===== src/rtl/serv_pkg.sv =====
`default_nettype none
// ============================================================================
//  Module      : serv_pkg
//  Description : Shared constants and elaboration helpers for the W-wide
//                bit-serial datapath blocks.
//  Revision    : 1.0 - initial release
// ============================================================================
package serv_pkg;

    localparam int XLEN = 32;

    // Number of W-bit beats that make up one XLEN word.
    function automatic int beats(input int w);
        return XLEN / w;
    endfunction

    // Ceiling log2, used to size the beat counter.
    function automatic int clog2(input int v);
        int r;
        r = 0;
        for (int i = 0; i < 32; i++) begin
            if ((1 << i) < v) r = i + 1;
        end
        return r;
    endfunction

    // Datapath widths supported by the serial blocks.
    function automatic bit legal_w(input int w);
        return (w == 1) || (w == 2) || (w == 4) || (w == 8);
    endfunction

endpackage
`default_nettype wire


===== src/rtl/serv_beat_cnt.sv =====
`default_nettype none
// ============================================================================
//  Module      : serv_beat_cnt
//  Description : Beat position counter for W-wide serial blocks. A start
//                pulse forces the current beat to be treated as beat 0; each
//                enabled beat advances the count, wrapping after N-1.
//  Revision    : 1.0 - initial release
// ============================================================================
module serv_beat_cnt #(
    parameter int N  = 32,
    parameter int CW = 5
) (
    input  logic          i_clk,
    input  logic          i_rst,
    input  logic          i_start,
    input  logic          i_en,
    output logic [CW-1:0] o_be,
    output logic          o_last
);

    localparam logic [CW-1:0] C_LAST = CW'(N - 1);

    logic [CW-1:0] r_beat_q;
    logic [CW-1:0] w_beat_d;

    // A start pulse overrides the stored position for the current cycle.
    assign o_be   = i_start ? '0 : r_beat_q;
    assign o_last = (o_be == C_LAST);

    // Next beat: advance on enable (wrapping at N-1), clear on a bare start.
    always_comb begin
        w_beat_d = r_beat_q;
        if (i_en) begin
            w_beat_d = o_last ? '0 : (o_be + CW'(1));
        end else if (i_start) begin
            w_beat_d = '0;
        end
    end

    // Beat position register.
    always_ff @(posedge i_clk) begin
        if (i_rst) begin
            r_beat_q <= '0;
        end else begin
            r_beat_q <= w_beat_d;
        end
    end

endmodule
`default_nettype wire


===== src/rtl/serv_bufreg_w.sv =====
`default_nettype none
// ============================================================================
//  Module      : serv_bufreg_w
//  Description : W-bit-per-beat serial buffer register. Adds rs1 and imm
//                slices with a beat-to-beat carry, shifts the sum into a
//                32-bit register, captures address bits [1:0] and can
//                recirculate its contents.
//  Revision    : 1.0 - initial release
// ============================================================================
module serv_bufreg_w
    import serv_pkg::*;
#(
    parameter int W = 1
) (
    input  logic         i_clk,
    input  logic         i_rst,
    input  logic         i_start,
    input  logic         i_en,
    input  logic         i_init,
    input  logic         i_loop,
    input  logic [W-1:0] i_rs1,
    input  logic         i_rs1_en,
    input  logic [W-1:0] i_imm,
    input  logic         i_imm_en,
    output logic [1:0]   o_lsb,
    output logic [31:0]  o_reg,
    output logic [W-1:0] o_q,
    output logic         o_last,
    output logic         o_done
);

    localparam int N  = beats(W);
    localparam int CW = clog2(N);

    if (!legal_w(W)) begin : g_bad_w
        $error("serv_bufreg_w: W must be 1, 2, 4 or 8");
    end

    logic [XLEN-1:0] r_data_q;
    logic            r_carry_q;
    logic [1:0]      r_lsb_q;
    logic            r_done_q;

    logic [CW-1:0]   w_be;
    logic            w_last;
    logic [W-1:0]    w_a;
    logic [W-1:0]    w_b;
    logic            w_cin;
    logic [W:0]      w_sum;
    logic [W-1:0]    w_in;

    serv_beat_cnt #(
        .N  (N),
        .CW (CW)
    ) u_beat_cnt (
        .i_clk   (i_clk),
        .i_rst   (i_rst),
        .i_start (i_start),
        .i_en    (i_en),
        .o_be    (w_be),
        .o_last  (w_last)
    );

    // Gated operands and the carry-extended slice sum.
    assign w_a   = i_rs1 & {W{i_rs1_en}};
    assign w_b   = i_imm & {W{i_imm_en}};
    assign w_cin = i_start ? 1'b0 : r_carry_q;
    assign w_sum = {1'b0, w_a} + {1'b0, w_b} + {{W{1'b0}}, w_cin};

    // Loop mode feeds the outgoing slice back in; init always takes the sum.
    assign w_in  = (i_loop & ~i_init) ? r_data_q[W-1:0] : w_sum[W-1:0];

    // Shift register: new slice enters at the top, LSB slice leaves at o_q.
    always_ff @(posedge i_clk) begin
        if (i_rst) begin
            r_data_q <= '0;
        end else if (i_en) begin
            r_data_q <= {w_in, r_data_q[XLEN-1:W]};
        end
    end

    // Carry is kept only during init and dropped at the word boundary.
    always_ff @(posedge i_clk) begin
        if (i_rst) begin
            r_carry_q <= 1'b0;
        end else if (i_en) begin
            r_carry_q <= w_sum[W] & i_init & ~w_last;
        end else if (i_start) begin
            r_carry_q <= 1'b0;
        end
    end

    // Done pulses the cycle after the last beat has been shifted in.
    always_ff @(posedge i_clk) begin
        if (i_rst) begin
            r_done_q <= 1'b0;
        end else begin
            r_done_q <= i_en & w_last;
        end
    end

    if (W == 1) begin : g_lsb_w1
        // Single-bit datapath: the two LSBs arrive on beats 0 and 1.
        always_ff @(posedge i_clk) begin
            if (i_rst) begin
                r_lsb_q <= 2'b00;
            end else if (i_en & i_init) begin
                if (w_be == CW'(0)) begin
                    r_lsb_q[0] <= w_sum[0];
                end else if (w_be == CW'(1)) begin
                    r_lsb_q[1] <= w_sum[0];
                end
            end
        end
    end else begin : g_lsb_wide
        // Wider datapath: both LSBs are present in beat 0.
        always_ff @(posedge i_clk) begin
            if (i_rst) begin
                r_lsb_q <= 2'b00;
            end else if (i_en & i_init & (w_be == CW'(0))) begin
                r_lsb_q <= w_sum[1:0];
            end
        end
    end

    assign o_lsb  = r_lsb_q;
    assign o_reg  = r_data_q;
    assign o_q    = r_data_q[W-1:0];
    assign o_last = w_last;
    assign o_done = r_done_q;

endmodule
`default_nettype wire


===== config.mk =====
export PLATFORM = sky130hd
export DESIGN_NAME = serv_bufreg_w
export DESIGN_NICKNAME = d
export VERILOG_FILES = /design/src/rtl/serv_pkg.sv /design/src/rtl/serv_beat_cnt.sv /design/src/rtl/serv_bufreg_w.sv
export SDC_FILE = /design/constraint.sdc
export NUM_CORES = 1
export LEC_CHECK = 0
export ABC_AREA = 1
export CAP_MARGIN = 20
export CORE_MARGIN = 5
export CORE_UTILIZATION = 59
export DETAILED_ROUTE_END_ITERATION = 8
export HOLD_SLACK_MARGIN = 0.1
export MAX_ROUTING_LAYER = met4
export PLACE_DENSITY = 0.86
export SYNTH_ARGS = -nofsm -noshare
export SYNTH_HDL_FRONTEND = slang
export SYNTH_SLANG_ARGS = --single-unit

===== constraint.sdc =====
create_clock -name i_clk -period 4.7 [get_ports i_clk]
set_clock_uncertainty 0.15 [all_clocks]
set_input_delay 0.47 -clock i_clk [delete_from_list [all_inputs] [get_ports i_clk]]
set_output_delay 0.47 -clock i_clk [all_outputs]
set_load 0.01 [all_outputs]

# After elaboration in Yosys (flattened, before gate mapping)
# Cells that the tools add are included.
# word_totals
ff_bits	68
out_inout_bits	37
# classes
n_addsub	3
n_eq_ne	2
muxes	6
bitwise_logic	10
reduce_logical	3
# ops
operator	n
32-bit two-way mux	3
32-bit by 1-bit adder with 32-bit output (second input constant)	1
32-bit by 1-bit == test with 1-bit output (second input constant)	1
32-bit by 5-bit == test with 1-bit output (second input constant)	1
32-bit zero test	1
1-bit bitwise AND	7
1-bit two-way mux	3
1-bit inverter	3
3-bit AND reduction	1
1-bit by 1-bit adder with 2-bit output	1
2-bit by 1-bit adder with 2-bit output	1
2-bit AND reduction	1

# Longest topological paths before layout
# Gate-level depths: netlist of the first run.
# logic_depth
ltp_word	6
depth_mapped	12
ltp_nobuf	11

# Hierarchy
# Synthesis of the first run repeated with hierarchy kept, for this count alone.
# hier_totals
cells_unflattened	604
area_unflattened_um2	3714.8
# modules_own_cells
mod	instances	cells_each	area_each_um2	seq_area_each_um2
serv_beat_cnt	1	389	2242.2	640.6
serv_bufreg_w	1	215	1472.7	720.7

# Worst setup path before layout of the first run
# Ideal clock, no wire load.
# synth_timing
kind	in2out
startpoint	input i_start
endpoint	output o_last
arrival_ns	1.284
required_ns	4.080
slack_ns	2.796
cell_stages	9
n_path_buf	1
cell_sequence	inv_2 > buf_12 > nand2_1 > nand2_1 > nor2_1 > nand3_1 > nor2_1 > nand2_1 > inv_1
# synth_between
elab_chain_cells	2
# synth_rtl
item	line	rtl
start, declared	serv_bufreg_w.sv:17	input logic i_start,
32-bit two-way mux	--	
32-bit by 5-bit == test with 1-bit output	serv_beat_cnt.sv:28	assign o_last = (o_be == C_LAST);
end, declared	serv_bufreg_w.sv:28	output logic o_last,
# No other way between the ends.

# Worst setup path in the final report of the first run
# Same ends and word-level chain as after synthesis.

==> results of run 1 <==
## power breakdown
| part | internal (uW) | total (uW) | leakage (uW) | switching (uW) |
|---|---|---|---|---|
| Clock | 245 | 476 | 0.0000962 | 231 |
| Sequential | 595 | 610 | 0.000555 | 14.8 |
| Combinational | 56.3 | 123 | 0.00100 | 66.2 |
## area by class of cell
cell class	count	area, um2
clock buffer	10	127.6
clock inverter	6	65.06
fill	503	1658
inverter	51	191.4
multi-input combinational	391	1878
sequential	68	1361
tap	75	93.84
timing repair buffer	50	510.5
## worst max-delay path, cell delays in order
cell and delay (ns):
clkdlybuf4s50_1 0.45, buf_4 0.26, inv_2 0.34, nand2_1 0.25, nand2_1 0.08, nor2_1 0.10
nand3_1 0.14, nor2_1 0.18, nand2_1 0.09, inv_1 0.06, clkdlybuf4s50_1 0.52
## cells in the mapped netlist, types with 2 or more instances
library cell | count | share of area
a211oi_1 | 2 | 0.0042
dfxtp_1 | 68 | 0.38
nor3_1 | 3 | 0.0042
buf_2 | 3 | 0.0042
nand3_1 | 22 | 0.031
nand3_4 | 3 | 0.015
nand2_1 | 106 | 0.11
nand3b_1 | 4 | 0.0084
nor2_1 | 151 | 0.16
xnor2_1 | 3 | 0.0074
nor2_4 | 7 | 0.022
buf_1 | 3 | 0.0032
buf_4 | 3 | 0.0063
clkbuf_1 | 10 | 0.011
buf_6 | 2 | 0.0063
nor2_2 | 6 | 0.011
xor2_1 | 8 | 0.020
and3_1 | 2 | 0.0035
o21ai_0 | 44 | 0.062
nand3_2 | 8 | 0.022
inv_1 | 50 | 0.053
nand4_1 | 6 | 0.011
nor3_2 | 2 | 0.0056
a21oi_1 | 9 | 0.013
## stage by stage
| step | cell area [um2] | std cells | worst slack (ns) |
|---|---|---|---|
| 4_1_cts | 4200 | 650 | 1.123 |
| 3_3_place_gp | 4008 | 634 | 1.169 |
| 3_5_place_dp | 4008 | 634 | 1.129 |
| 6_report | 4228 | 651 | 1.129 |
| 2_1_floorplan | 3560 | 532 | 2.796 |
| 5_1_grt | 4228 | 651 | 0.9124 |
## how the worst max path moves through the flow
stage | start | to | slack [ns] | cells after the start
after global placement | i_start | o_last | 1.17 | 11
after CTS | i_start | o_last | 1.12 | 11
final | i_start | o_last | 1.13 | 11
after global routing | i_start | o_last | 0.91 | 11
after floorplan | i_start | o_last | 2.80 | 9
after detailed placement | i_start | o_last | 1.13 | 11
## layer usage
metal / part of all wire / vias up / global-route usage
met5: 0 / - / -
met4: 0.020 / 0 / 0.1283
met3: 0.061 / 18 / 0.06867
met2: 0.47 / 88 / 0.3856
met1: 0.45 / 1528 / 0.3088
li1: - / 1746 / -
## kinds of logic (layout without fill, tap and decap cells)
family	Yosys count	count (layout)	share of synthesized area
compound gates	57	57	0.08295
simple gates	322	322	0.4120
xor+xnor	11	11	0.02707
buf+inv	73	117	0.08998
flops	68	68	0.3824
fa+ha+maj	1	1	0.005624
==> reports/qor.csv, run 1 <==
stage,metric,value,unit
synthesis,ys async rst share,0,
grt,gr ovfl total,0,
cts,maximum buffer depth of the clock tree,2,
grt,vias in the first global route,3408,
synthesis,ys flop type,dfxtp_1,
cells_and_area,"commonest non-fill, non-tap cell in the layout",nor2_1,
drt,drt total wl,8503,um
placed_design,# port buffers,46,
cts,cts bufs inserted,9,
sta,max-slew violations,0,
worst_setup_path,FF-to-FF End,u_beat_cnt.r_beat_q[22],
sta,unrepaired setup endpoints after global routing,no,
die,Die Y,87.68,um
placed_design,RePlAce Congestion,0.8890,
synthesis,number of synthesized flops with an enable pin,0,
worst_setup_path,CP arrival,2.95,ns
drt,drt first pass iters,6,
cts,H-tree depth,3,
grt,largest net degree at the start of global routing,43,
cells_and_area,Layout area overhead,18.77,%
worst_setup_path,Crit Path Category,primary input to output port,
drt,Antenna Violating Nets Remaining,0,
worst_setup_path,crit end category,output port,
worst_setup_path,Worst Reg-to-Reg Cells,10,
sta,Hold Fails Final Rpt,0,
power,maximum VDD drop,0.2100,mV
status,status,"finished, final reports clean",
synthesis,Seq cells post-synth,68,
synthesis,"Avg Cell Area, Syn",6.691,um2
die,initial cell density of the core,0.6048,
sta,fin crit share,0.7598,
die,Core ar.,0.005886,mm2
cells_and_area,antenna diode count,0,
min_path,hold path depth,2,
sta,hold slack,0.3550,ns
cts,CTS Sinks,68,
worst_setup_path,Worst Path Required,4.08,ns
min_path,min-delay src,o_reg[4],
sta,minimum clock period,3.571,ns
min_path,worst min-delay path class,register to register,
drt,DRT iter0 DRCs,158,
placed_design,DP HPWL,5987,um
power,P_leak,0.001653,uW
sta,Setup TNS Final,0,ns
sta,Slew HR,0.3844,
drt,overall via count from detail_route,3380,
synthesis,register area share after synthesis,0.3824,
power,Tot Pwr,1209,uW
die,Rows,28,
grt,Global Route Usage Sum,0.2541,
cells_and_area,final core occ,0.7183,
drt,DRC,0,
min_path,Worst Hold Endpoint,o_reg[3],
run,Max Cap Viol,0,
synthesis,"Cell Area, Synth",0.003560,mm2
cells_and_area,share of cells above drive strength 1,0.08333,
cts,setup bufs post-CTS,0,
cts,CTS tree,yes,
worst_setup_path,RR Startpoint,u_beat_cnt.r_beat_q[9],
grt,initial antenna violation count,0,
sta,Worst-Margin Slew,0.9225,ns
sta,fmax,280.0,MHz
worst_setup_path,R2R setup slack,2.96,ns
cells_and_area,Post-layout nets,582,
drt,routed vias/inst,5.192,
cts,hold buffers post-CTS,0,
cts,Resize count post-CTS,0,
die,die width,87.68,um
die,I/O Pins,47,
synthesis,synth unique cells,31,
synthesis,post-synthesis net count,543,
power,PwrDens,285.9,mW/mm2
die,die footprint,0.007687,mm2
cts,clock slew at reported path FFs,0.07,ns
sta,final setup vio count,0,
cts,clk_lat worst skew,0.35,ns
drt,mean routed wirelength per cell,13.06,um
worst_setup_path,crit-path max FO,40,
cells_and_area,"commonest cells after routing, fill and taps aside","nor2_1, nand2_1, dfxtp_1, inv_1, clkdlybuf4s50_1",
synthesis,gate count of the mapped netlist,532,
cts,clock root cell,clkbuf_8,
worst_setup_path,Startpoint Class,primary input,
synthesis,Syn. warnings,0,
grt,first-pass GRT wire length,15160,um
Note: power is estimated with default switching activity, not from simulation.
==> run 2, diff against run 1 <==
Settings changed: CORE_UTILIZATION 59 to 55, PLACE_DENSITY 0.86 to 0.81.
Clock period 4.7 ns to 3.3 ns, I/O delays scaled along.
==> reports/qor.csv, run 2 (synthesis gave the netlist of run 1 again) <==
stage,metric,value,unit,change
status,status,"finished, final reports clean",,
cells_and_area,Post-layout nets,587,,+0.86%
run,Max Cap Viol,0,,unchanged
power,Seq pwr share,0.493,,-0.012
die,Die Y,90.45,um,+3.2%
sta,fin crit share,0.8736,,
worst_setup_path,Worst Path Required,2.82,ns,-1.26 ns
drt,met1 WL,3920,um,+2.5%
worst_setup_path,"slowest stage delay, CP",0.53,ns,about the same
worst_setup_path,CP max stage cell,clkdlybuf4s50_1,,
die,die footprint,0.008181,mm2,+6.4%
power,Clock power frac,0.408,,+0.014
sta,Final WS setup,0.4171,ns,-0.7120 ns
sta,fmax,346.9,MHz,
drt,drt first pass iters,5,,-1
sta,final setup vio count,0,,unchanged
die,die width,90.45,um,+3.2%
sta,unrepaired setup endpoints after global routing,no,,
min_path,Worst Hold Endpoint,o_lsb[0],,
cells_and_area,"commonest non-fill, non-tap cell in the layout",nor2_1,,
grt,initial antenna violation count,0,,unchanged
worst_setup_path,RR Startpoint,u_beat_cnt.r_beat_q[6],,
worst_setup_path,Worst Reg-to-Reg Cells,9,,-1
placed_design,DP HPWL,6302,um,+5.3%
grt,vias in the first global route,3171,,-7.0%
cts,setup bufs post-CTS,0,,unchanged
die,initial cell density of the core,0.5638,,-0.04099
power,P_int,1305,uW,+46%
drt,mean routed wirelength per cell,13.17,um,+0.82%
worst_setup_path,CP arrival,2.40,ns,-0.55 ns
sta,Slew HR,0.3602,,-0.02414
grt,largest net degree at the start of global routing,38,,-12%
worst_setup_path,critical path cell sequence,clkdlybuf4s50_1 > buf_4 > nor2_1 > nor2_1 > nand2_1 > nor2_1 > nand2_1 > inv_1 > nand2_1 > inv_1 > clkdlybuf4s50_1,,
worst_setup_path,Startpoint Class,primary input,,
cts,H-tree depth,3,,unchanged
power,P_leak,0.001673,uW,+1.2%
drt,DRT iter0 DRCs,183,,+16%
drt,routed wl met3,654,um,+27%
sta,Setup TNS Final,0,ns,unchanged
worst_setup_path,crit-path max FO,15,,-63%
drt,DRC,0,,unchanged
die,I/O Pins,47,,unchanged
die,Core ar.,0.006314,mm2,+7.3%
worst_setup_path,Crit Path Category,primary input to output port,,
grt,Global Route Usage Sum,0.2203,,-0.03381
cts,Resize count post-CTS,0,,unchanged
cts,cts bufs inserted,9,,unchanged
placed_design,pre-CTS WS,0.4252,ns,-0.7033 ns
cts,CTS Sinks,68,,unchanged
sta,max-slew violations,0,,unchanged
worst_setup_path,FF-to-FF End,u_beat_cnt.r_beat_q[26],,
min_path,worst min-delay path class,register to register,,
cells_and_area,"commonest cells after routing, fill and taps aside","nor2_1, nand2_1, dfxtp_1, inv_1, clkdlybuf4s50_1",,
cts,clock slew at reported path FFs,0.07,ns,about the same
cts,maximum buffer depth of the clock tree,2,,unchanged
cts,hold buffers post-CTS,0,,unchanged
power,Sw Ratio,0.2601,,+0.001603
drt,overall via count from detail_route,3359,,-0.62%
sta,minimum clock period,2.883,ns,
min_path,min-delay src,o_lsb[0],,
cells_and_area,antenna diode count,0,,unchanged
grt,gr ovfl total,0,,unchanged
cts,clk_lat worst skew,0.35,ns,about the same
sta,Worst-Margin Slew,0.9586,ns,+0.03617 ns
grt,first-pass GRT wire length,14460,um,-4.6%
cells_and_area,share of cells above drive strength 1,0.09294,,+0.009610
power,Net Sw Power,458.6,uW,+47%
cts,clock root cell,clkbuf_8,,
placed_design,# port buffers,46,,unchanged
min_path,hold path depth,2,,unchanged
power,PwrDens,413.5,mW/mm2,+45%
placed_design,RePlAce Congestion,0.9629,,+8.3%
cells_and_area,Layout area overhead,19.79,%,
die,Rows,29,,+3.6%
power,Tot Pwr,1763,uW,+46%
drt,top sig layer,met4,,
sta,Hold Fails Final Rpt,0,,unchanged
worst_setup_path,crit end category,output port,,
drt,Antenna Violating Nets Remaining,0,,unchanged
power,Gate power share,0.099,,-0.002
power,maximum VDD drop,0.3375,mV,+61%
drt,met2 wire length,3989,um,about the same
drt,drt total wl,8665,um,+1.9%
worst_setup_path,R2R setup slack,1.54,ns,-1.42 ns
drt,routed vias/inst,5.105,,-1.7%
cts,CTS tree,yes,,
run 2: how the worst max path moves through the flow:
stage | from | end | slack, ns | depth (start not counted)
2_1_floorplan | i_start | o_reg[31] | 1.55 | 8
3_3_place_gp | i_start | o_last | 0.47 | 11
3_5_place_dp | i_start | o_last | 0.43 | 11
4_1_cts | i_start | o_last | 0.41 | 11
5_1_grt | i_start | o_last | 0.25 | 11
6_report | i_start | o_last | 0.42 | 11
run 2: final cells by class:
class / instances / area (um2)
fill: 556 / 2049
clock buffer: 10 / 137.6
multi-input combinational: 391 / 1878
clock inverter: 6 / 71.32
sequential: 68 / 1361
tap: 77 / 96.34
inverter: 51 / 191.4
timing repair buffer: 55 / 528.0
run 2: power groups by stage:
stage / Sequential [uW] / Clock (uW) / Combinational (uW)
floorplan: 896 / 0 / 82.5
global placement: 887 / 0 / 171
detailed placement: 887 / 0 / 175
CTS: 869 / 732 / 176
global route: 873 / 781 / 194
finish: 869 / 720 / 175
run 2: critical path, delay by kind of cell:
kind	cells	cell delay, ns
AND/OR/NAND/NOR	6	0.60
buffers and inverters	5	1.47
run 2: through the flow:
stage	hold slack (ns)	utilization	cells	cell area, um2
floorplan	0.3368	-	532	3560
global placement	0.3270	0.6423	642	4055
detailed placement	0.3289	0.6423	642	4055
CTS	0.3457	0.6754	658	4264
global route	0.3781	0.6754	658	4264
finish	0.3390	0.6754	658	4264
run 2: layer usage:
metal,track usage,vias to the layer above
met5,-,-
met4,0.06203,0
met3,0.08583,9
met2,0.3317,105
met1,0.2748,1486
li1,-,1759
